===== config.mk =====
export PLATFORM = sky130hd
export DESIGN_NAME = wb_gpio_irq_regs
export DESIGN_NICKNAME = d
export VERILOG_FILES = /design/src/rtl/wb_gpio_irq_regs.sv
export SDC_FILE = /design/constraint.sdc
export NUM_CORES = 1
export LEC_CHECK = 0
export CAP_MARGIN = 20
export CORE_MARGIN = 2
export CORE_UTILIZATION = 55
export CTS_BUF_LIST = sky130_fd_sc_hd__clkbuf_4 sky130_fd_sc_hd__clkbuf_8 sky130_fd_sc_hd__clkbuf_16
export DETAILED_ROUTE_END_ITERATION = 10
export PLACE_DENSITY = 0.8
export SLEW_MARGIN = 30
export SYNTH_ARGS = -nofsm -noshare
export SYNTH_HDL_FRONTEND = slang
export SYNTH_SLANG_ARGS = --single-unit

===== constraint.sdc =====
create_clock -name WBs_CLK_i -period 4.6 [get_ports WBs_CLK_i]
set_input_delay 0.92 -clock WBs_CLK_i [delete_from_list [all_inputs] [get_ports WBs_CLK_i]]
set_output_delay 0.92 -clock WBs_CLK_i [all_outputs]
set_load 0.1 [all_outputs]

===== src/rtl/wb_gpio_irq_regs.sv =====
`default_nettype none
// ============================================================================
// Module   : wb_gpio_irq_regs
// Brief    : Wishbone GPIO register file with banked outputs, atomic set/clear,
//            input synchronisers and per-pin edge interrupts.
// Revision : 1.0 - initial release
// ============================================================================
module wb_gpio_irq_regs #(
    parameter int                    ADDRWIDTH     = 7,
    parameter int                    GPIO_WIDTH    = 46,
    parameter int                    SYNC_STAGES   = 2,
    parameter logic [31:0]           DEVICE_ID     = 32'hCE1A0002,
    parameter logic [31:0]           DEF_REG_VALUE = 32'hFABDEFAC,
    parameter logic [GPIO_WIDTH-1:0] OUT_RST       = '0,
    parameter logic [GPIO_WIDTH-1:0] OE_RST        = '0
) (
    input  logic                  WBs_CLK_i,
    input  logic                  WBs_RST_n_i,
    input  logic [ADDRWIDTH-1:0]  WBs_ADR_i,
    input  logic                  WBs_CYC_i,
    input  logic                  WBs_STB_i,
    input  logic                  WBs_WE_i,
    input  logic [3:0]            WBs_BYTE_STB_i,
    input  logic [31:0]           WBs_DAT_i,
    output logic [31:0]           WBs_DAT_o,
    output logic                  WBs_ACK_o,
    input  logic [GPIO_WIDTH-1:0] GPIO_IN_i,
    output logic [GPIO_WIDTH-1:0] GPIO_OUT_o,
    output logic [GPIO_WIDTH-1:0] GPIO_OE_o,
    output logic                  IRQ_o
);

    localparam int              c_nb   = (GPIO_WIDTH + 31) / 32;
    localparam int              c_pw   = c_nb * 32;
    localparam logic [c_pw-1:0] c_mask = c_pw'({GPIO_WIDTH{1'b1}});

    localparam logic [3:0] c_grp_sys  = 4'h0;
    localparam logic [3:0] c_grp_in   = 4'h1;
    localparam logic [3:0] c_grp_out  = 4'h2;
    localparam logic [3:0] c_grp_set  = 4'h3;
    localparam logic [3:0] c_grp_clr  = 4'h4;
    localparam logic [3:0] c_grp_oe   = 4'h5;
    localparam logic [3:0] c_grp_rise = 4'h6;
    localparam logic [3:0] c_grp_fall = 4'h7;
    localparam logic [3:0] c_grp_stat = 4'h8;

    // Registers are held at full bank width; bits above GPIO_WIDTH stay 0.
    logic            r_ack, r_ie, r_irq;
    logic [c_pw-1:0] r_out, r_oe, r_rise_en, r_fall_en, r_stat, r_prev;
    logic [c_pw-1:0] r_sync [SYNC_STAGES];

    logic [c_pw-1:0] w_pad_in, w_sync, w_edge, w_lane, w_wdat, w_wbits, w_stat_nxt;
    logic [31:0]     w_be32, w_rdat;
    logic [31:0]     w_b_in, w_b_out, w_b_oe, w_b_rise, w_b_fall, w_b_stat;
    logic [3:0]      w_grp;
    logic [2:0]      w_bank;
    logic            w_adr_ok, w_wr, w_bank_ok, w_wr_ctrl, w_ie_nxt;

    generate
        if (ADDRWIDTH > 7) begin : g_adr_hi
            assign w_adr_ok = ~|WBs_ADR_i[ADDRWIDTH-1:7];
        end else begin : g_adr_lo
            assign w_adr_ok = 1'b1;
        end
    endgenerate

    assign w_grp    = WBs_ADR_i[6:3];
    assign w_bank   = WBs_ADR_i[2:0];
    assign w_wr     = WBs_CYC_i & WBs_STB_i & WBs_WE_i & ~r_ack;
    assign w_be32   = {{8{WBs_BYTE_STB_i[3]}}, {8{WBs_BYTE_STB_i[2]}},
                       {8{WBs_BYTE_STB_i[1]}}, {8{WBs_BYTE_STB_i[0]}}};
    assign w_wdat   = {c_nb{WBs_DAT_i}};
    assign w_wbits  = w_wdat & w_lane & c_mask;
    assign w_pad_in = c_pw'(GPIO_IN_i);
    assign w_sync   = r_sync[SYNC_STAGES-1];

    assign w_wr_ctrl = w_wr & w_adr_ok & (WBs_ADR_i[6:0] == 7'h01) & WBs_BYTE_STB_i[0];
    assign w_ie_nxt  = w_wr_ctrl ? WBs_DAT_i[0] : r_ie;

    // A new edge in the same cycle as a W1C wins over the clear.
    assign w_edge     = ((w_sync & ~r_prev & r_rise_en) | (~w_sync & r_prev & r_fall_en)) & c_mask;
    assign w_stat_nxt = (r_stat & ~((w_wr && w_grp == c_grp_stat) ? w_wbits : '0)) | w_edge;

    // Byte-lane enables land only in the addressed bank; banks >= c_nb match nothing.
    always_comb begin
        w_lane = '0;
        for (int b = 0; b < c_nb; b++) begin
            if (w_adr_ok && int'(w_bank) == b) w_lane[b*32 +: 32] = w_be32;
        end
    end

    always_comb begin
        w_bank_ok = 1'b0;
        w_b_in    = '0;
        w_b_out   = '0;
        w_b_oe    = '0;
        w_b_rise  = '0;
        w_b_fall  = '0;
        w_b_stat  = '0;
        for (int b = 0; b < c_nb; b++) begin
            if (int'(w_bank) == b) begin
                w_bank_ok = 1'b1;
                w_b_in    = w_sync[b*32 +: 32];
                w_b_out   = r_out[b*32 +: 32];
                w_b_oe    = r_oe[b*32 +: 32];
                w_b_rise  = r_rise_en[b*32 +: 32];
                w_b_fall  = r_fall_en[b*32 +: 32];
                w_b_stat  = r_stat[b*32 +: 32];
            end
        end
    end

    always_comb begin
        w_rdat = DEF_REG_VALUE;
        if (w_adr_ok) begin
            case (w_grp)
                c_grp_sys: begin
                    if (w_bank == 3'd0)      w_rdat = DEVICE_ID;
                    else if (w_bank == 3'd1) w_rdat = {31'd0, r_ie};
                end
                c_grp_in:   if (w_bank_ok) w_rdat = w_b_in;
                c_grp_out:  if (w_bank_ok) w_rdat = w_b_out;
                c_grp_set,
                c_grp_clr:  if (w_bank_ok) w_rdat = 32'd0;
                c_grp_oe:   if (w_bank_ok) w_rdat = w_b_oe;
                c_grp_rise: if (w_bank_ok) w_rdat = w_b_rise;
                c_grp_fall: if (w_bank_ok) w_rdat = w_b_fall;
                c_grp_stat: if (w_bank_ok) w_rdat = w_b_stat;
                default:    w_rdat = DEF_REG_VALUE;
            endcase
        end
    end

    always_ff @(posedge WBs_CLK_i or negedge WBs_RST_n_i) begin
        if (!WBs_RST_n_i) begin
            r_ack     <= 1'b0;
            r_ie      <= 1'b0;
            r_irq     <= 1'b0;
            r_out     <= c_pw'(OUT_RST);
            r_oe      <= c_pw'(OE_RST);
            r_rise_en <= '0;
            r_fall_en <= '0;
            r_stat    <= '0;
            r_prev    <= '0;
            for (int s = 0; s < SYNC_STAGES; s++) r_sync[s] <= '0;
        end else begin
            r_ack     <= WBs_CYC_i & WBs_STB_i & ~r_ack;
            r_ie      <= w_ie_nxt;
            r_stat    <= w_stat_nxt;
            r_irq     <= w_ie_nxt & |w_stat_nxt;
            r_prev    <= w_sync;
            r_sync[0] <= w_pad_in;
            for (int s = 1; s < SYNC_STAGES; s++) r_sync[s] <= r_sync[s-1];
            if (w_wr) begin
                case (w_grp)
                    c_grp_out:  r_out     <= (r_out & ~(w_lane & c_mask)) | w_wbits;
                    c_grp_set:  r_out     <= r_out | w_wbits;
                    c_grp_clr:  r_out     <= r_out & ~w_wbits;
                    c_grp_oe:   r_oe      <= (r_oe & ~(w_lane & c_mask)) | w_wbits;
                    c_grp_rise: r_rise_en <= (r_rise_en & ~(w_lane & c_mask)) | w_wbits;
                    c_grp_fall: r_fall_en <= (r_fall_en & ~(w_lane & c_mask)) | w_wbits;
                    default: ;
                endcase
            end
        end
    end

    assign WBs_DAT_o  = w_rdat;
    assign WBs_ACK_o  = r_ack;
    assign GPIO_OUT_o = r_out[GPIO_WIDTH-1:0];
    assign GPIO_OE_o  = r_oe[GPIO_WIDTH-1:0];
    assign IRQ_o      = r_irq;

endmodule
`default_nettype wire


==> Word level (Yosys, flattened, before mapping) <==
Index checks and enable logic that the tools add are counted.
{ "word_totals": {"wordCells": 93, "reg_bits": 461, "out_inout_bits": 126} }
{ "classes": {"n_bitwise": 31, "eq_ne": 11, "reduce_logical": 11, "muxes": 29} }
{ "op_table": {"columns": ["cell", "n"], "rows": [
  ["32-bit two-way mux", 22],
  ["64-bit bitwise AND", 6],
  ["64-bit by 46-bit bitwise OR with 64-bit output", 6],
  ["32-bit one-hot mux with 8 select lines", 1],
  ["46-bit bitwise AND", 5],
  ["46-bit inverter with 64-bit output", 3],
  ["64-bit one-hot mux with 3 select lines", 1],
  ["46-bit inverter", 2],
  ["64-bit OR reduction", 1],
  ["46-bit two-way mux", 1],
  ["46-bit bitwise OR", 1],
  ["4-bit by 3-bit equality test with 1-bit output, second input constant", 4],
  ["14-bit two-way mux", 1],
  ["4-bit by 2-bit equality test with 1-bit output, second input constant", 2],
  ["2-bit AND reduction", 4],
  ["1-bit bitwise AND", 7],
  ["7-bit by 1-bit equality test with 1-bit output, second input constant", 1],
  ["3-bit logical NOT", 2],
  ["4-bit by 1-bit equality test with 1-bit output, second input constant", 1],
  ["4-bit equality test, second input constant", 1],
  ["4-bit logical NOT", 1],
  ["3-bit by 1-bit equality test with 1-bit output, second input constant", 1],
  ["3-bit by 2-bit equality test with 1-bit output, second input constant", 1],
  ["1-bit two-way mux", 3],
  ["4 further kinds", 4]
]} }

==> Longest topological paths before layout <==
Gate-level depths: netlist of the first run.
{ "logic_depth": {"word_depth": 10, "depth_mapped": 10, "ltp_nobuf": 6} }

==> Worst setup path after synthesis of the first run <==
Ideal clock, no wire load.
{ "synth_timing": {"path_type": "input-to-output", "start": "in WBs_ADR_i[0]", "end": "out WBs_DAT_o[0]", "setup_slack_ns": -1.393, "stages": 6, "t_arrival_ns": 5.073, "path_buffers": 4, "t_required_ns": 3.680, "path_cell_list": "buf_4 buf_1 clkbuf_1 buf_1 mux2_2 a221oi_1"} }
{ "synth_between": {"elab_chain_len": 5, "elab_cells_between_ends": 27, "cone_classes": "eq/ne: 2; mux: 23; reduce/logical: 2"} }
{ "synth_lines": {"columns": ["item", "line", "text"], "rows": [
  ["from (decl)", "19", "input logic [ADDRWIDTH-1:0] WBs_ADR_i,"],
  ["3-bit logical NOT", "101", "if (int'(w_bank) == b) begin"],
  ["32-bit two-way mux or 1-bit two-way mux (tied branches) (2 in series)", "101", null],
  ["32-bit two-way mux, or another cell as far along", "128", "c_grp_stat: if (w_bank_ok) w_rdat = w_b_stat;"],
  ["32-bit one-hot mux with 8 select lines *", "116", "case (w_grp)"],
  ["to (decl)", "25", "output logic [31:0] WBs_DAT_o,"]
]} }
Mark *: on every way between the ends. The rest lies on a longest branch, timed or not.

==> Final worst setup path of the first run <==
{ "layout_timing": {"start": "in WBs_ADR_i[6]", "end": "out WBs_DAT_o[0]"} }
{ "layout_between": {"elab_chain_len": 3, "elab_cells_between_ends": 11, "cone_classes": "eq/ne: 8; mux: 1; reduce/logical: 2"} }
{ "layout_lines": {"columns": ["item", "line"], "rows": [
  ["4-bit by 3-bit equality test with 1-bit output or 4-bit by 2-bit equality test with 1-bit output (tied branches)", "116"],
  ["2-bit OR reduction", "116"],
  ["32-bit one-hot mux with 8 select lines *", "116"]
]} }
Marked as above.

==> summary.md, run 1 <==
The flow ran to the end, and the final reports show no timing, DRC or antenna violations. The maximum clock skew at final layout came out at 0.0145 ns. The post-synthesis share of cell area spent on xor and xnor gates was 0%; the power share of the combinational group was 13.3%. After synthesis, the largest family of logic cells by area is multiplexers. The longest clock path from root to sink contains 3 buffers. The hold-fix buffer count after cts is 0. Clock tree synthesis selected as its root buffer the cell sky130_fd_sc_hd__clkbuf_16. The number of design-rule violations left by the first detailed-router iteration came out at 1251. After detailed routing, the average wire length per cell comes to 24.8 um. For this run, design rule violations remaining after detail routing come to 0. Sorting the synthesized cells by how often they occur yields 371 x sky130_fd_sc_hd__dfrtp_1, 152 x sky130_fd_sc_hd__mux2_2, 123 x sky130_fd_sc_hd__o21ai_0, 78 x sky130_fd_sc_hd__nand2_1, 72 x sky130_fd_sc_hd__mux2i_1. The most used flip-flop cell after synthesis is sky130_fd_sc_hd__dfrtp_1.

For this run, the top clock speed supported by timing is 0.228 GHz. At the end of routability-driven placement, the weighted congestion stood at 0.910. The tightest min-delay check is of the flip-flop to flip-flop type. The simple-gate share of the synthesized area was 10.7%; the total routed wirelength was 49300 um. The total area inside the core boundary comes to 0.0288 mm2. The tools report the final-report max-slew violation count as 0. The detail route stage leaves a number of antenna-violating nets equal to 0. The share of Yosys cell area claimed by the top area cell type is 57.7%, and the overall fraction of global-route tracks in use is 32.3%.

After global routing the overflow that remains totals 0. At the pin with the least slew margin, the transition time is 1.00 ns. The worst setup path is of the input pin to output port kind.

After synthesis, the mean cell area works out to 12.1 um2. For hold timing, the worst endpoint is w_sync[28]$_DFF_PN0_. Setup slack on the critical path of the routed design comes to 0.207 ns. The count of input and output buffers was 219; the count of nets after finishing was 1668. The die covers 0.0306 mm2.

During synthesis, Yosys emitted a total of 0 warnings. The fraction of registers with async set/reset was 100%. The cell type with the largest total area after synthesis is sky130_fd_sc_hd__dfrtp_1. The number of setup buffers added after CTS is 0.

The required time of the worst setup path was 3.68 ns. The fraction of final layout cells with drive strength greater than 1 came out at 22.1%. Net switching is 26.6% of the power.

Setup repair after global routing left no endpoint under its margin. The number of iterations in the first detailed-routing pass came out at 9. After synthesis, the cell types taking the most area are sky130_fd_sc_hd__dfrtp_1 58%, sky130_fd_sc_hd__mux2_2 11%, sky130_fd_sc_hd__mux2i_1 4.5%.

The placed wire-length estimate after detailed placement is 32600 um, and the number of gates given a new drive strength after cts is 0. The flip-flop and latch count after synthesis was 371. The tools report the post-synthesis sequential area ratio as 57.7%.

The total power per unit cell area works out to 377 mW/mm2. The post-synthesis compound-gate area fraction is 14.1%. In the post-synthesis netlist, the cell with the most instances is sky130_fd_sc_hd__dfrtp_1.

The run gives 220 as the count of pins on the block boundary. The worst setup path is launched from an input pin. The later-pin clock latency in the skew report came out at 0.54 ns. The adder-cell share of the synthesized area is 0%, and the pre-CTS setup slack is 0.190 ns. The layout has 1918 filler cells.

The worst register-to-register path begins at WBs_ACK_o$_DFF_PN0_. The count of vias placed by the detailed router is 12900, and the leakage power is 9.44 nW. Mean number of vias per cell: 6.49. The worst endpoint data arrival time came out at 3.47 ns.

The placement row count was 62. The final hold violation count is 0. Synthesis produced a netlist with a net count of 1425. Measured in cells, the most critical reg-to-reg path has a length of 7. The final critical delay including setup and external delays came out at 4.39 ns.

The worst hold path passes through 0 cells. Across the VDD grid, the largest voltage drop is 275 uV. The multiplexer share of the synthesized area is 15.1%, and the sequential fraction of design power is 44.9%. The area growth from synthesis to layout is 29.4%. The internal portion of the total power is 5.77 mW.

The cell count after synthesis came out at 1331. The number of antenna violations at the first check in global routing was 4. Of the available clock period, the critical path in the final layout requires 95.5%.

The maximum fanout along the worst path was 8; the headroom to the max-slew limit was 33.1%. The clock network burns 41.9% of the power. Setup violations remaining at the end of the flow were counted as 0. For this run, the share of the core covered by cells in the final layout is 72.3%. Counting the buffers created by CTS gives 40.

The tools report the number of distinct standard cells referenced by the synthesized netlist as 48. The logs give 371 for the number of sinks on the clock net and 2 for the maximum level of the CTS H-tree. The type of destination of the critical path was an output port. In this run the most critical hold path is launched from r_sync[92]$_DFF_PN0_.

The worst-case register-to-register setup slack was 1.60 ns. The analysis attributes to net switching a power of 2.09 mW. TritonCTS built the clock tree. Entering global routing, the biggest net connects 112 pins. The first global-routing pass estimated 76100 um of wire. Summed over all failing endpoints, the final setup total negative slack is 0 ns. In this run the cell area of the synthesized design comes to 0.0161 mm2. Clock-pin slew was measured on the worst setup and hold paths at 0.06 ns. The endpoint of the worst register-to-register path was IRQ_o$_DFF_PN0_. Width of the die: 175 um. Counting flops with a built-in enable in the synthesized netlist gives 0.

The y dimension of the die is 175 um, and the starting density of the core is 55.9%. Max-cap violations in this run came to 0. The number of global-route vias before repair was 13100.
## cell type report
class / count / area, um2 / area share, %
repair buffers: 285 / 3120 / 15.0
flip-flops and latches: 371 / 9280 / 44.6
clock inverters: 11 / 120 / 0.577
diodes: 2 / 5.00 / 0.0241
inverters: 4 / 15.0 / 0.0722
clock buffers: 60 / 1240 / 5.98
well taps: 384 / 480 / 2.31
multi-input cells: 872 / 6540 / 31.4
## critical path: stages
cell	delay, ns
sky130_fd_sc_hd__clkdlybuf4s50_1	0.52
sky130_fd_sc_hd__buf_4	0.21
sky130_fd_sc_hd__nor2b_1	0.21
sky130_fd_sc_hd__and3_1	0.46
sky130_fd_sc_hd__a222oi_1	0.20
sky130_fd_sc_hd__mux2_2	0.30
sky130_fd_sc_hd__a221oi_2	0.42
sky130_fd_sc_hd__buf_12	0.23
## per-stage QoR
stage	total power, mW	std cells	area [um2]	hold WS (ns)
floorplan	4.13	1331	16200	0.331
global placement	4.58	1916	19400	0.332
detailed placement	4.60	1916	19400	0.335
CTS	7.88	1987	20800	0.348
global route	8.07	1988	20800	0.351
finish	7.85	1989	20800	0.347
## power groups by stage
stage	Clock, mW	Sequential, mW	Combinational (mW)
finish	3.29	3.52	1.04
global route	3.44	3.53	1.09
CTS	3.32	3.52	1.04
detailed placement	0	3.57	1.03
global placement	0	3.56	1.02
floorplan	0	3.65	0.480
## placed cells by master, fill, tap and decap left out, drive strengths merged, types with 40 or more instances in the layout
| master | count |
|---|---|
| a21o | 44 |
| a21oi | 63 |
| a22o | 48 |
| buf | 100 |
| clkbuf | 60 |
| clkdlybuf4s50 | 185 |
| dfrtp | 371 |
| mux2 | 152 |
| mux2i | 72 |
| nand2 | 78 |
| nand3b | 49 |
| nand4 | 45 |
| nor2 | 40 |
| o21ai | 123 |
## per-layer routing
layer	routed length [um]	global-route usage, %
met5	54	0
met1	19700	44.5
met2	22900	49.8
met3	4770	7.38
met4	1840	13.3
## cell families after synthesis
| group | count (synthesis) |
|---|---|
| compound gates | 347 |
| flops | 371 |
| mux | 224 |
| simple gates | 301 |
| buf+inv | 88 |
## worst max-delay path by stage
stage	from	endpoint	slack (ns)
final	WBs_ADR_i[6]	WBs_DAT_o[0]	0.21
after global routing	WBs_ADR_i[4]	WBs_DAT_o[18]	0.12
after CTS	WBs_ADR_i[2]	WBs_DAT_o[19]	0.15
after detailed placement	WBs_ADR_i[2]	WBs_DAT_o[19]	0.19
after global placement	WBs_ADR_i[2]	WBs_DAT_o[27]	0.23
after floorplan	WBs_ADR_i[0]	WBs_DAT_o[0]	-0.48
Power figures use the tool's default switching activity.
==> run 2, diff against run 1 <==
--- a/config.mk
+++ b/config.mk
@@ -7,10 +7,10 @@
 export LEC_CHECK = 0
 export CAP_MARGIN = 20
 export CORE_MARGIN = 2
-export CORE_UTILIZATION = 55
+export CORE_UTILIZATION = 50
 export CTS_BUF_LIST = sky130_fd_sc_hd__clkbuf_4 sky130_fd_sc_hd__clkbuf_8 sky130_fd_sc_hd__clkbuf_16
 export DETAILED_ROUTE_END_ITERATION = 10
-export PLACE_DENSITY = 0.8
+export PLACE_DENSITY = 0.74
 export SLEW_MARGIN = 30
 export SYNTH_ARGS = -nofsm -noshare
 export SYNTH_HDL_FRONTEND = slang
==> summary.md, run 2 (same netlist as run 1, synthesis figures left out) <==
Setup slack on the critical path of the routed design comes to 0.0363 ns. Adding up every negative setup slack in the final design gives 0 ns. The starting density of the core was 50.8%.

Number of global-route vias before repair: 12900. OpenSTA, run right after detailed placement, puts the worst setup slack at 0.135 ns. The run gives 0 as the final hold violation count.

After routing the design area is 0.0210 mm2. Entering global routing, the biggest net connects 120 pins. The final standard cell count with taps included and fillers excluded was 2019; the worst-margin pin slew was 1.00 ns. The final worst-path cycle share was 99.2%; the mean number of vias per cell was 6.31. At the end of the flow, the number of nets in the layout was 1679. Kind of path behind the tightest hold check: input pin to asynchronous set/reset pin. The max-capacitance violation count came out at 0.

Clock tree synthesis inserted a total of 39 buffers. For the finished layout, the period the worst path requires is 4.56 ns. The largest voltage drop on the vdd net is 367 uV.

The hold-fix buffer count after cts was 0. The detail-routed net length per standard cell was 24.1 um; the total routed wirelength was 48700 um. Total congestion overflow after global routing: 0. The run gives 0.0195 mm2 as the cell area reported after detailed placement. The tools report the type of destination of the critical path as an output port.

For this design the static power due to leakage is 9.56 nW. Summing all multi-input logic gate instances after layout gives 0.00654 mm2. The post-route total power is 8.08 mW. The run finished with clean final reports. The die outline area was 0.0336 mm2; the required time of the worst setup path was 3.68 ns.

The wire length of the first global-routing pass was 75500 um; the setup fix buffers added after clock tree synthesis was 0. The critical path in this run is classified as input pin to output port. For the number of design-rule violations left by the first detailed-router iteration, the log shows 1386. The worst endpoint data arrival time was 3.64 ns; the count of pins on the block boundary was 220. Summing over every cut layer, the via total after detailed routing is 12700. After detailed routing, the number of remaining DRC violations is 0.

The number of antenna violations at the first check in global routing was 2; the combined flip-flop and latch cell area was 0.00928 mm2. The number of gates given a new drive strength after cts is 0, and the signed area change from the synthesized netlist to the final layout is 30.7%. The run gives 0 as the final-report max-slew violation count.

Fill cells in the final layout number 2292. Clock latency on the worst-skew pair, taken at its later pin, is 0.53 ns. The final setup violation count was 0. The tools report the placement row count as 65.

Type of origin of the critical path: an input pin. The run gives 7 as the number of iterations in the first detailed-routing pass. The headroom to the max-slew limit is 32.9%.

For the number of sinks on the clock net, the log shows 371. The maximum fanout along the worst path works out to 12. Timing would allow up to 0.219 GHz. On the final layout, the worst hold slack is 0.284 ns.

For the placed wire-length estimate after detailed placement, the log shows 33600 um. On the final layout, the worst clock skew is 0.0228 ns. The fraction of final layout cells with drive strength greater than 1 came out at 22.6%.

The number of placed instances, taps included, is 1945. The count of input and output buffers came out at 219. Counting along the longest clock path gives a buffer depth of 3.

In this run the remaining antenna-violating nets after routing total 0. The maximum level of the CTS H-tree is 2. In the layout the commonest cells are 371 x sky130_fd_sc_hd__dfrtp_1, 185 x sky130_fd_sc_hd__clkdlybuf4s50_1, 152 x sky130_fd_sc_hd__mux2_2.

Dividing total power by cell area gives a power density of 384 mW/mm2. The library cell used most frequently in the layout, excluding fill and tap cells, is sky130_fd_sc_hd__dfrtp_1. In the global route stage, overall resource usage came out at 29.3%. Once layout is complete, the utilization of the core stands at 66.4%. The clock input transition at the sequential cells of the worst setup and hold paths is 0.06 ns, and the routability-driven placement congestion ratio is 0.960. The cell at the root of the clock tree was sky130_fd_sc_hd__clkbuf_16. The run gives 0.0316 mm2 as the core box area. Setup repair after global routing left no endpoint under its margin.

TritonCTS built the clock tree. Width of the die: 183 um. The y dimension of the die was 183 um.
==> run 2: cell types whose count changed in the layout (fill, tap and decap cells not counted), moves of 2 or more <==
| cell | before | now |
|---|---|---|
| sky130_fd_sc_hd__buf_4 | 58 | 70 |
| sky130_fd_sc_hd__bufinv_16 | 2 | 8 |
| sky130_fd_sc_hd__clkinv_2 | 4 | 10 |
| sky130_fd_sc_hd__clkbuf_4 | 7 | 3 |
| sky130_fd_sc_hd__clkbuf_8 | 12 | 8 |
| sky130_fd_sc_hd__clkinvlp_4 | 3 | 0 |
| sky130_fd_sc_hd__inv_6 | 2 | 0 |
==> run 2: final timing paths <==
kind / end / slack (ns) / startpoint / cells past startpoint
worst max-delay path: WBs_DAT_o[13] / 0.04 / WBs_ADR_i[1] / 7
worst min-delay path: asynchronous set/reset pin / 0.28 / WBs_RST_n_i / 1
worst max register to register: IRQ_o$_DFF_PN0_ / 1.67 / WBs_ACK_o$_DFF_PN0_ / 7
worst min register to register: w_sync[20]$_DFF_PN0_ / 0.34 / r_sync[84]$_DFF_PN0_ / 0
max in group asynchronous: w_sync[10]$_DFF_PN0_ / 3.13 / WBs_RST_n_i / 3
min in group WBs_CLK_i: w_sync[20]$_DFF_PN0_ / 0.34 / r_sync[84]$_DFF_PN0_ / 0
==> run 2: final cells by class <==
| class | count | share of cell area, % |
|---|---|---|
| Sequential cell | 371 | 44.2 |
| Multi-Input combinational cell | 872 | 31.1 |
| Timing Repair Buffer | 297 | 15.3 |
| Clock buffer | 52 | 5.51 |
| Tap cell | 402 | 2.39 |
| Clock inverter | 19 | 1.42 |
| Inverter | 4 | 0.0714 |
| Antenna cell | 2 | 0.0238 |
==> run 2: power by group <==
group	total (mW)	leakage, nW	internal (mW)	switching [mW]
Combinational	1.05	4.00	0.376	0.669
Clock	3.52	0.733	2.22	1.30
Sequential	3.52	4.83	3.41	0.107
==> run 2: worst max-delay path, stage by stage <==
cell and delay [ns]:
sky130_fd_sc_hd__clkdlybuf4s50_1 0.74, sky130_fd_sc_hd__nor2_4 0.50, sky130_fd_sc_hd__o21ai_0 0.18, sky130_fd_sc_hd__a222oi_1 0.57, sky130_fd_sc_hd__buf_4 0.32, sky130_fd_sc_hd__nand3_1 0.18, sky130_fd_sc_hd__buf_12 0.22
==> run 2: per-layer routing <==
metal	share of wire, %	track usage (%)	vias to the layer above
li1	-	-	5520
met1	42	41.3	6444
met2	46	45.0	656
met3	8.3	5.44	118
met4	3.7	11.8	0
met5	0	0	-
